[src/rtl/pipe_ctrl_if.sv]
`default_nettype none
// +----------------------------------------------------------------------------+
// | Module      : pipe_ctrl_if                                                 |
// | Description : Handshake bundle between the pipeline datapath and the       |
// |               pipeline controller. The datapath (master) reports RF-stage  |
// |               decode info, branch outcome, memory readiness and interrupt  |
// |               status; the controller (slave) returns stall/annul/freeze    |
// |               controls and per-stage destination registers for bypassing. |
// | Ports       : master -> rf_valid, rf_ra, rf_rb, rf_rc, rf_use_ra,          |
// |                         rf_use_rb, rf_is_ld, rf_is_mem, ex_br_taken,       |
// |                         dmem_ready, irq, supervisor                        |
// |               slave  -> stall_if, stall_rf, annul_if, annul_rf, freeze,    |
// |                         rc_ex, rc_mem, rc_wb, wb_we, irq_take              |
// | Revision    : 1.0 - initial release                                        |
// +----------------------------------------------------------------------------+
interface pipe_ctrl_if #(
  parameter int NREG = 5
);

  // Datapath -> controller
  logic            rf_valid;
  logic [NREG-1:0] rf_ra;
  logic [NREG-1:0] rf_rb;
  logic [NREG-1:0] rf_rc;
  logic            rf_use_ra;
  logic            rf_use_rb;
  logic            rf_is_ld;
  logic            rf_is_mem;
  logic            ex_br_taken;
  logic            dmem_ready;
  logic            irq;
  logic            supervisor;

  // Controller -> datapath
  logic            stall_if;
  logic            stall_rf;
  logic            annul_if;
  logic            annul_rf;
  logic            freeze;
  logic [NREG-1:0] rc_ex;
  logic [NREG-1:0] rc_mem;
  logic [NREG-1:0] rc_wb;
  logic            wb_we;
  logic            irq_take;

  modport master (
    output rf_valid, rf_ra, rf_rb, rf_rc, rf_use_ra, rf_use_rb,
           rf_is_ld, rf_is_mem, ex_br_taken, dmem_ready, irq, supervisor,
    input  stall_if, stall_rf, annul_if, annul_rf, freeze,
           rc_ex, rc_mem, rc_wb, wb_we, irq_take
  );

  modport slave (
    input  rf_valid, rf_ra, rf_rb, rf_rc, rf_use_ra, rf_use_rb,
           rf_is_ld, rf_is_mem, ex_br_taken, dmem_ready, irq, supervisor,
    output stall_if, stall_rf, annul_if, annul_rf, freeze,
           rc_ex, rc_mem, rc_wb, wb_we, irq_take
  );

endinterface
`default_nettype wire

[src/rtl/pipe_ctrl.sv]
`default_nettype none
// +----------------------------------------------------------------------------+
// | Module      : pipe_ctrl                                                    |
// | Description : Control unit for a 5-stage (IF/RF/EX/MEM/WB) pipeline.       |
// |               Tracks the instruction occupying EX, MEM and WB, detects     |
// |               load-use hazards, freezes the pipe on data-memory wait,      |
// |               annuls fetch/decode on taken branches and sequences external |
// |               interrupts through a small IDLE/ARMED/TAKE machine.          |
// | Ports       : clk        - sole clock, rising edge                         |
// |               rst_n      - asynchronous active-low reset                   |
// |               bus        - pipe_ctrl_if.slave (RF decode info in,          |
// |                            stall/annul/freeze/bypass/write-enable out)     |
// | Revision    : 1.0 - initial release                                        |
// +----------------------------------------------------------------------------+
module pipe_ctrl #(
  parameter int NREG = 5
) (
  input  logic       clk,
  input  logic       rst_n,
  pipe_ctrl_if.slave bus
);

  // Register R31 (all ones) is hard-wired zero: never written, never a hazard.
  localparam logic [NREG-1:0] c_zero_reg = '1;

  // Stage record for EX and MEM. WB keeps only valid/rc: nothing past MEM
  // consumes the load/memory flags.
  typedef struct packed {
    logic            valid;
    logic [NREG-1:0] rc;
    logic            is_ld;
    logic            is_mem;
  } stage_t;

  typedef struct packed {
    logic            valid;
    logic [NREG-1:0] rc;
  } wb_stage_t;

  localparam stage_t    c_bubble    = {1'b0, c_zero_reg, 1'b0, 1'b0};
  localparam wb_stage_t c_wb_bubble = {1'b0, c_zero_reg};

  typedef enum logic [1:0] {
    ST_IDLE  = 2'b00,
    ST_ARMED = 2'b01,
    ST_TAKE  = 2'b10
  } irq_state_e;

  stage_t     r_ex;
  stage_t     r_mem;
  wb_stage_t  r_wb;
  irq_state_e r_irq_state;
  irq_state_e w_irq_next;

  stage_t     w_ex_next;
  logic       w_freeze;
  logic       w_branch;
  logic       w_hit_ex;
  logic       w_hit_mem;
  logic       w_hazard;
  logic       w_take;
  logic       w_lu_stall;
  logic       w_stall;

  // A stage blocks the RF instruction when it holds a valid load whose
  // destination (other than R31) is one of the registers RF actually reads.
  function automatic logic load_blocks(
    input stage_t          s,
    input logic            use_ra,
    input logic [NREG-1:0] ra,
    input logic            use_rb,
    input logic [NREG-1:0] rb
  );
    return s.valid && s.is_ld && (s.rc != c_zero_reg) &&
           ((use_ra && (ra == s.rc)) || (use_rb && (rb == s.rc)));
  endfunction

  // --------------------------------------------------------------------------
  // Hazard and priority resolution: freeze > branch > interrupt > load-use
  // --------------------------------------------------------------------------
  always_comb begin
    w_freeze   = r_mem.valid && r_mem.is_mem && !bus.dmem_ready;
    w_branch   = bus.ex_br_taken && r_ex.valid && !w_freeze;
    w_hit_ex   = load_blocks(r_ex,  bus.rf_use_ra, bus.rf_ra, bus.rf_use_rb, bus.rf_rb);
    w_hit_mem  = load_blocks(r_mem, bus.rf_use_ra, bus.rf_ra, bus.rf_use_rb, bus.rf_rb);
    w_hazard   = bus.rf_valid && (w_hit_ex || w_hit_mem);
    // The interrupt is only taken in user mode; a supervisor transition while
    // in TAKE cancels it rather than redirecting kernel code.
    w_take     = (r_irq_state == ST_TAKE) && !w_freeze && !w_branch && !bus.supervisor;
    w_lu_stall = w_hazard && !w_freeze && !w_branch && !w_take;
    w_stall    = w_freeze || w_lu_stall;
  end

  // --------------------------------------------------------------------------
  // Next EX contents: a bubble whenever RF is held, annulled or empty. On an
  // interrupt take the RF instruction proceeds so its PC becomes the saved XP.
  // --------------------------------------------------------------------------
  always_comb begin
    w_ex_next = c_bubble;
    if (!w_stall && !w_branch && bus.rf_valid) begin
      w_ex_next.valid  = 1'b1;
      w_ex_next.rc     = bus.rf_rc;
      w_ex_next.is_ld  = bus.rf_is_ld;
      w_ex_next.is_mem = bus.rf_is_mem;
    end
  end

  // --------------------------------------------------------------------------
  // Stage tracking registers: hold everything while frozen.
  // --------------------------------------------------------------------------
  always_ff @(posedge clk or negedge rst_n) begin
    if (!rst_n) begin
      r_ex  <= c_bubble;
      r_mem <= c_bubble;
      r_wb  <= c_wb_bubble;
    end else if (!w_freeze) begin
      r_ex     <= w_ex_next;
      r_mem    <= r_ex;
      r_wb.valid <= r_mem.valid;
      r_wb.rc    <= r_mem.rc;
    end
  end

  // --------------------------------------------------------------------------
  // Interrupt FSM
  // --------------------------------------------------------------------------
  always_ff @(posedge clk or negedge rst_n) begin
    if (!rst_n) begin
      r_irq_state <= ST_IDLE;
    end else begin
      r_irq_state <= w_irq_next;
    end
  end

  always_comb begin
    w_irq_next = r_irq_state;
    case (r_irq_state)
      ST_IDLE: begin
        if (bus.irq && !bus.supervisor) begin
          w_irq_next = ST_ARMED;
        end
      end
      ST_ARMED: begin
        if (!bus.irq || bus.supervisor) begin
          w_irq_next = ST_IDLE;
        end else if (!w_freeze && !w_branch && !w_hazard) begin
          w_irq_next = ST_TAKE;
        end
      end
      ST_TAKE: begin
        // irq level is no longer consulted here. A freeze or branch that
        // pre-empts the take keeps the request pending until it can retire.
        if (!w_freeze && !w_branch) begin
          w_irq_next = ST_IDLE;
        end
      end
      default: begin
        w_irq_next = ST_IDLE;
      end
    endcase
  end

  // --------------------------------------------------------------------------
  // Outputs
  // --------------------------------------------------------------------------
  assign bus.freeze   = w_freeze;
  assign bus.stall_if = w_stall;
  assign bus.stall_rf = w_stall;
  assign bus.annul_if = w_branch || w_take;
  assign bus.annul_rf = w_branch;
  assign bus.irq_take = w_take;

  // Empty stages present R31 so bypass compares can never match them.
  assign bus.rc_ex  = r_ex.valid  ? r_ex.rc  : c_zero_reg;
  assign bus.rc_mem = r_mem.valid ? r_mem.rc : c_zero_reg;
  assign bus.rc_wb  = r_wb.valid  ? r_wb.rc  : c_zero_reg;
  assign bus.wb_we  = r_wb.valid && (r_wb.rc != c_zero_reg) && !w_freeze;

endmodule
`default_nettype wire

[src/flat_wrapper.sv]
// flat-port wrapper written by rule: the top's interface ports become plain ports
module pipe_ctrl_flat 
#(
  parameter int NREG = 5
)
  (clk, rst_n, bus_rf_valid, bus_rf_ra, bus_rf_rb, bus_rf_rc, bus_rf_use_ra, bus_rf_use_rb, bus_rf_is_ld, bus_rf_is_mem, bus_ex_br_taken, bus_dmem_ready, bus_irq, bus_supervisor, bus_stall_if, bus_stall_rf, bus_annul_if, bus_annul_rf, bus_freeze, bus_rc_ex, bus_rc_mem, bus_rc_wb, bus_wb_we, bus_irq_take);
  pipe_ctrl_if #(.NREG(NREG)) bus_i ();
  input  logic clk;
  input  logic rst_n;
  input wire logic [$bits(bus_i.rf_valid)-1:0] bus_rf_valid;
  input wire logic [$bits(bus_i.rf_ra)-1:0] bus_rf_ra;
  input wire logic [$bits(bus_i.rf_rb)-1:0] bus_rf_rb;
  input wire logic [$bits(bus_i.rf_rc)-1:0] bus_rf_rc;
  input wire logic [$bits(bus_i.rf_use_ra)-1:0] bus_rf_use_ra;
  input wire logic [$bits(bus_i.rf_use_rb)-1:0] bus_rf_use_rb;
  input wire logic [$bits(bus_i.rf_is_ld)-1:0] bus_rf_is_ld;
  input wire logic [$bits(bus_i.rf_is_mem)-1:0] bus_rf_is_mem;
  input wire logic [$bits(bus_i.ex_br_taken)-1:0] bus_ex_br_taken;
  input wire logic [$bits(bus_i.dmem_ready)-1:0] bus_dmem_ready;
  input wire logic [$bits(bus_i.irq)-1:0] bus_irq;
  input wire logic [$bits(bus_i.supervisor)-1:0] bus_supervisor;
  output wire logic [$bits(bus_i.stall_if)-1:0] bus_stall_if;
  output wire logic [$bits(bus_i.stall_rf)-1:0] bus_stall_rf;
  output wire logic [$bits(bus_i.annul_if)-1:0] bus_annul_if;
  output wire logic [$bits(bus_i.annul_rf)-1:0] bus_annul_rf;
  output wire logic [$bits(bus_i.freeze)-1:0] bus_freeze;
  output wire logic [$bits(bus_i.rc_ex)-1:0] bus_rc_ex;
  output wire logic [$bits(bus_i.rc_mem)-1:0] bus_rc_mem;
  output wire logic [$bits(bus_i.rc_wb)-1:0] bus_rc_wb;
  output wire logic [$bits(bus_i.wb_we)-1:0] bus_wb_we;
  output wire logic [$bits(bus_i.irq_take)-1:0] bus_irq_take;
  assign bus_i.rf_valid = bus_rf_valid;
  assign bus_i.rf_ra = bus_rf_ra;
  assign bus_i.rf_rb = bus_rf_rb;
  assign bus_i.rf_rc = bus_rf_rc;
  assign bus_i.rf_use_ra = bus_rf_use_ra;
  assign bus_i.rf_use_rb = bus_rf_use_rb;
  assign bus_i.rf_is_ld = bus_rf_is_ld;
  assign bus_i.rf_is_mem = bus_rf_is_mem;
  assign bus_i.ex_br_taken = bus_ex_br_taken;
  assign bus_i.dmem_ready = bus_dmem_ready;
  assign bus_i.irq = bus_irq;
  assign bus_i.supervisor = bus_supervisor;
  assign bus_stall_if = bus_i.stall_if;
  assign bus_stall_rf = bus_i.stall_rf;
  assign bus_annul_if = bus_i.annul_if;
  assign bus_annul_rf = bus_i.annul_rf;
  assign bus_freeze = bus_i.freeze;
  assign bus_rc_ex = bus_i.rc_ex;
  assign bus_rc_mem = bus_i.rc_mem;
  assign bus_rc_wb = bus_i.rc_wb;
  assign bus_wb_we = bus_i.wb_we;
  assign bus_irq_take = bus_i.irq_take;
  pipe_ctrl #(.NREG(NREG)) u_core (.clk(clk), .rst_n(rst_n), .bus(bus_i));
endmodule
[config.mk]
export PLATFORM = sky130hd
export DESIGN_NAME = pipe_ctrl_flat
export DESIGN_NICKNAME = d
export VERILOG_FILES = /design/src/rtl/pipe_ctrl_if.sv /design/src/rtl/pipe_ctrl.sv /design/src/flat_wrapper.sv
export SDC_FILE = /design/constraint.sdc
export NUM_CORES = 1
export LEC_CHECK = 0
export CORE_MARGIN = 2
export CORE_UTILIZATION = 55
export DETAILED_ROUTE_END_ITERATION = 16
export DONT_BUFFER_PORTS = 1
export PLACE_DENSITY = 0.7
export SYNTH_ARGS = -nofsm -noshare
export SYNTH_HDL_FRONTEND = slang
export SYNTH_SLANG_ARGS = --single-unit
[constraint.sdc]
create_clock -name clk -period 2.7 [get_ports clk]
set_clock_uncertainty 0.15 [all_clocks]
set_input_delay 0.405 -clock clk [delete_from_list [all_inputs] [get_ports clk]]
set_output_delay 0.405 -clock clk [all_outputs]
set_load 0.005 [all_outputs]
==> metrics.cfg, run 1 <==
[outcome]
status = complete, no violations

[clock_tree]
clock-root-buffer = clkbuf_4
numCtsBuffers = 3
cts_tree = done
clockBufferDepth = 2
clock_latency_ps = 320
cts_num_sinks = 24
clk_pin_slew_ps = 130
htree_num_levels = 1
cts_resized = 0

[route]
via_count = 1143
route.detailed.drc = 0
drtIter0Drc = 18
viasPerCell = 5.92
wire_per_inst_um = 16.8
routed_wl_mm = 3.24
antenna_left = 0
dr.pass1.iters = 4

[critical_path]
crit_required_ps = 2140
endpoint = bus_stall_rf
critPathMaxFanout = 6
regToRegEndpoint = u_core.r_irq_state[1]$_DFFE_PN0P_
endpoint_kind = primary output
start_kind = register
r2r-start = u_core.r_mem[7]$_DFFE_PN0N_
r2r.worst_path.cells = 5
worstSetupStartpoint = u_core.r_mem[5]$_DFFE_PN1N_
r2r_setup_slack_ps = 690
critPathKind = register to primary output
critical_path_arrival_ps = 1940

[timing]
tns_ps = 0
max_freq_mhz = 400
min_period_over_period_pct = 92.6
worst_pin_slew_ps = 1070
finalSetupViolCount = 0
finalMaxSlewViolations = 0
hold_viol = 0
period_minus_slack_ps = 2500
max_slew_margin_pct = 28.7
rsz0062_at_grt = false

[synth]
synth_area_leaders = dfstp_2 (27%), dfrtp_1 (16%), xnor2_1 (12%)
syn_inst = 164
synth_top_area_share_pct = 27.4
synthFlopType = dfstp_2
synth_nets = 190
yosysSeqAreaShare_pct = 43.1
async_flop_share_pct = 100
yosysMostFrequentCell = nand2_1
synthTopCellsByCount = nand2_1 (43), xnor2_1 (20), nand2b_1 (17)
synth_cell_types = 31
yosys.area.top_type = dfstp_2
synth_area_per_cell_um2 = 8.76
synth_edf_count = 0
yosys_warnings = 0
syn_area_mm2 = 0.00144
ys_ff_latch = 24

[global_routing]
grt_pass1_wl_mm = 5.05
grt_pass1_vias = 1079
grt_usage_pct = 24.0
antenna_found_initial = 0
gr-total-overflow = 0
grt_max_degree = 25

[power_and_ir_drop]
ir_drop_v = 0.000321
p_per_area_mw_per_mm2 = 542
power_leakage_uw = 0.000659

[flow_run]
maxCapViolations = 0

[cells_and_area]
syn2layout_area_growth_pct = 3.92
diodes = 0
fin_cells = 193
final_nets = 190
drive_gt1_share_pct = 16.6

[placement]
place_inst = 188
dp_hpwl_mm = 2.46
gp_congestion = 0.838
port_buffers = 0

[floorplanning]
core_region_area_mm2 = 0.00248
io_pins = 48
fp.dieArea_mm2 = 0.00304
start_util_pct = 58.0
die_x_um = 55.1
die_h_um = 55.1
rows = 18

[worst_hold_path]
hold_class = primary input to register

[timing repair]
item	CTS	global route
hold buffers	1	0
setup buffers	0	0
hold endpoints to repair	24	0
[logic make-up after synthesis]
group	count (synthesis)	synth area share [%]
AOI/OAI and AO/OA	21	11.5
and+or+nand+nor	89	30.0
DFF	24	43.1
xor gates and xnor gates	20	12.2
buffers and inverters	10	3.22
[area by class of cell]
type,instances,area [um2]
Timing Repair Buffer,2,17.5
Sequential cell,24,619
Fill cell,231,985
Inverter,3,11.3
Clock buffer,4,36.3
Multi-Input combinational cell,130,771
Tap cell,30,37.5
[through the flow]
step	total power [uW]	hold slack, ps	area [um2]	util, %	setup slack (ps)
2_1_floorplan	583	-40.6	1440	-	548
3_3_place_gp	607	-39.5	1450	58.4	646
3_5_place_dp	614	-39.5	1450	58.4	585
4_1_cts	818	7.08	1490	60.3	188
5_1_grt	856	15.0	1490	60.3	86.2
6_report	809	25.7	1490	60.3	201
[layout by cell type, fill, tap and decap left out]
master,synthesis,routed
a21o_1,1,1
nand3_1,1,1
nand2_1,43,43
nand2b_1,17,17
a32oi_1,1,1
clkbuf_4,0,3
dfstp_2,15,15
dlygate4sd3_1,0,1
o22ai_2,2,2
dfrtp_1,9,9
a31oi_1,4,4
nand4_1,4,4
and2_4,1,1
and2_1,2,2
and3_1,4,4
xnor2_1,20,20
o21ai_0,1,1
inv_1,2,2
a22oi_4,1,1
nor3b_1,2,2
and4_1,1,1
inv_2,1,1
o21ai_1,1,1
clkbuf_8,0,1
a21oi_1,6,6
o31a_1,1,1
a22o_1,1,1
a32o_1,2,2
nand2_2,1,1
nor2_1,12,12
nand3b_2,1,1
buf_4,1,1
[sequential cells by signal, indices dropped and copies added (netlist names)]
register	count
u_core.r_ex	8
u_core.r_wb	6
u_core.r_irq_state	2
u_core.r_mem	8
[where the power goes]
part	leakage [uW]	switching, uW	internal, uW
combinational	0.000364	74.3	74.9
clock	0.0000210	112	82.6
sequential	0.000274	51.2	414
total	0.000659	237	572
[worst min path at each step]
stage / from / endpoint / slack (ps) / cells after the start
floorplan: rst_n / u_core.r_ex[0]$_DFFE_PN0N_ / -40 / 0
global placement: rst_n / u_core.r_wb[5]$_DFFE_PN0N_ / -40 / 0
detailed placement: rst_n / u_core.r_wb[5]$_DFFE_PN0N_ / -40 / 0
CTS: bus_irq / u_core.r_irq_state[0]$_DFFE_PN0P_ / 7 / 2
global route: bus_irq / u_core.r_irq_state[0]$_DFFE_PN0P_ / 20 / 2
finish: bus_irq / u_core.r_irq_state[0]$_DFFE_PN0P_ / 30 / 2
[per-layer routing]
layer	track usage, %	vias to the layer above	wire length, um
li1	-	540	-
met1	30.4	555	1340
met3	7.53	7	304
met5	0	-	0
met4	10.2	0	73
met2	37.7	41	1520
[critical path: stages, from the launching register on]
cell and delay [ps]:
dfstp_2 610, xnor2_1 150, nand4_1 170, o22ai_2 220
a32oi_1 190, o21ai_1 280
No activity file was read; power rests on OpenSTA's default activity.
==> run 2, diff against run 1 <==
CELL_PAD_IN_SITES_DETAIL_PLACEMENT = 2   (was unset)
CELL_PAD_IN_SITES_GLOBAL_PLACEMENT = 2   (was unset)
CORE_UTILIZATION = 35   (was 55)
PLACE_DENSITY = 0.77   (was 0.7)
SLEW_MARGIN = 20   (was unset)
==> metrics.cfg, run 2 (synthesis gave the netlist of run 1 again) <==
[timing]
finalSetupViolCount = 0  ; unchanged
period_minus_slack_ps = 2480  ; was 2500 ps
whs_ps = 114  ; was 25.7 ps
hold_viol = 0  ; unchanged
max_freq_mhz = 403  ; was 400 MHz
min_period_over_period_pct = 91.9  ; was 92.6%
worst_pin_slew_ps = 560  ; was 1070 ps
rsz0062_at_grt = false  ; unchanged
max_slew_margin_pct = 62.6  ; was 28.7%
finalMaxSlewViolations = 0  ; unchanged
tns_ps = 0  ; unchanged

[global_routing]
grt_max_degree = 25  ; unchanged
gr-total-overflow = 0  ; unchanged
antenna_found_initial = 0  ; unchanged
grt_usage_pct = 20.9  ; was 24.0%
grt_pass1_wl_mm = 6.95  ; was 5.05 mm
grt_pass1_vias = 1312  ; was 1079

[critical_path]
worstSetupStartpoint = u_core.r_mem[2]$_DFFE_PN1N_  ; was u_core.r_mem[5]$_DFFE_PN1N_
critical-path-top-delay-family = compound AO/OA/AOI/OAI gates  ; unchanged
crit_slowest_cell = dfstp_2  ; unchanged
start_kind = register  ; unchanged
regToRegEndpoint = u_core.r_ex[0]$_DFFE_PN0N_  ; was u_core.r_irq_state[1]$_DFFE_PN0P_
path_buf_inv = 0  ; unchanged
endpoint_kind = primary output  ; unchanged
r2r-start = u_core.r_mem[7]$_DFFE_PN0N_  ; unchanged
crit_required_ps = 2140  ; about the same
critPathKind = register to primary output  ; unchanged
critical_path_arrival_ps = 1930  ; was 1940 ps
cp_slowest_stage_delay_ps = 610  ; about the same
endpoint = bus_stall_if  ; was bus_stall_rf
r2r_setup_slack_ps = 770  ; was 690 ps
r2r.worst_path.cells = 5  ; unchanged
critical_path_depth = 5  ; unchanged
crit_chain = xnor2_1 > nand4_1 > o22ai_2 > a32oi_1 > o21ai_1  ; unchanged
critPathMaxFanout = 6  ; unchanged

[route]
routed_wl_mm = 4.46  ; was 3.24 mm
via_count = 1193  ; was 1143
drtIter0Drc = 41  ; was 18
route.detailed.drc = 0  ; unchanged
dr.pass1.iters = 4  ; unchanged
antenna_left = 0  ; unchanged
wire_per_inst_um = 20.8  ; was 16.8 um
viasPerCell = 5.55  ; was 5.92

[clock_tree]
cts_tree = done  ; unchanged
numCtsBuffers = 3  ; unchanged
hold_buffers = 1  ; unchanged
htree_num_levels = 1  ; unchanged
clk_pin_slew_ps = 90  ; was 130 ps
cts_setup_buffers = 0  ; unchanged
clock_latency_ps = 270  ; was 320 ps
clock-root-buffer = clkbuf_8  ; was clkbuf_4
cts_resized = 0  ; unchanged
clockBufferDepth = 2  ; unchanged
cts_num_sinks = 24  ; unchanged

[cells_and_area]
final_common_cell = nand2_1  ; unchanged
finalInstanceArea_mm2 = 0.00155  ; was 0.00149 mm2
diodes = 0  ; unchanged
area.sequential_um2 = 619  ; unchanged
multi_input_area_um2 = 771  ; unchanged
final_nets = 192  ; was 190
n_fill_cell = 451  ; was 231
top_regs = u_core.r_ex: 8 flops, u_core.r_mem: 8 flops, u_core.r_wb: 6 flops  ; unchanged
drive_gt1_share_pct = 17.6  ; was 16.6%
syn2layout_area_growth_pct = 7.84  ; was 3.92%
final_cell_mix = nand2_1 (43), xnor2_1 (20), nand2b_1 (17)  ; unchanged

[power_and_ir_drop]
seqPwrFrac_pct = 53.3  ; was 57.6%
ir_drop_v = 0.000178  ; was 0.000321 V
p_int_uw = 621  ; was 572 uW
combPwrFrac_pct = 18.3  ; was 18.4%
p_per_area_mw_per_mm2 = 569  ; was 542 mW/mm2
p_sw_uw = 261  ; was 237 uW
sw_frac_of_total_pct = 29.6  ; was 29.3%
clockPowerShare_pct = 28.3  ; was 24.0%
power_leakage_uw = 0.000676  ; was 0.000659 uW

[placement]
dpl_cell_area_mm2 = 0.00148  ; was 0.00145 mm2
dp_hpwl_mm = 3.39  ; was 2.46 mm
gp_congestion = 0.878  ; was 0.838
port_buffers = 0  ; unchanged

[worst_hold_path]
hold_class = primary input to register  ; unchanged

[floorplanning]
rows = 23  ; was 18
start_util_pct = 36.2  ; was 58.0%
core_region_area_mm2 = 0.00397  ; was 0.00248 mm2
fp.dieArea_mm2 = 0.00463  ; was 0.00304 mm2
die_h_um = 68.1  ; was 55.1 um
die_x_um = 68.1  ; was 55.1 um
io_pins = 48  ; unchanged

[flow_run]
maxCapViolations = 0  ; unchanged

[outcome]
status = complete, no violations  ; unchanged

run 2: cell count changes in the layout (fill, tap and decap cells not counted):
cell      before  now
buf_2          0    1
buf_4          1    2
clkbuf_4       3    0
clkbuf_8       1    4
run 2: worst min path at each step:
stage	cells after the start	to	startpoint	slack [ps]
after global routing	1	u_core.r_wb[5]$_DFFE_PN0N_	bus_dmem_ready	110
after floorplan	0	u_core.r_ex[0]$_DFFE_PN0N_	rst_n	-40
after CTS	1	u_core.r_wb[5]$_DFFE_PN0N_	bus_dmem_ready	110
after detailed placement	0	u_core.r_wb[5]$_DFFE_PN0N_	rst_n	-40
final	1	u_core.r_wb[5]$_DFFE_PN0N_	bus_dmem_ready	110
after global placement	0	u_core.r_wb[5]$_DFFE_PN0N_	rst_n	-40
run 2: metrics by stage:
stage	util (%)	setup slack, ps	std cells	total power [uW]
floorplan	-	548	164	583
global placement	37.2	626	209	614
detailed placement	37.2	524	209	630
CTS	38.9	208	214	892
global route	39.0	87.2	215	938
finish	39.0	219	215	882
run 2: final cells by class:
| type | count | area share, % |
|---|---|---|
| timing repair buffer | 4 | 1.94 |
| inverter | 3 | 0.727 |
| clock buffer | 4 | 3.55 |
| multi-input combinational | 130 | 49.8 |
| tap | 50 | 4.04 |
| sequential | 24 | 40.0 |
run 2: metal layers:
| metal | up-vias | routed length (um) | track usage (%) |
|---|---|---|---|
| met1 | 623 | 1840 | 25.2 |
| met2 | 29 | 2350 | 37.6 |
| met3 | 2 | 248 | 5.43 |
| met5 | - | 0 | 0 |
| li1 | 539 | - | - |
| met4 | 0 | 17 | 3.75 |
run 2: power by group through the flow:
stage               registers (uW)  clock network, uW  logic, uW
floorplan                      449                  0        134
global placement               471                  0        142
detailed placement             477                  0        153
CTS                            471                258        164
global route                   478                278        182
finish                         470                250        162
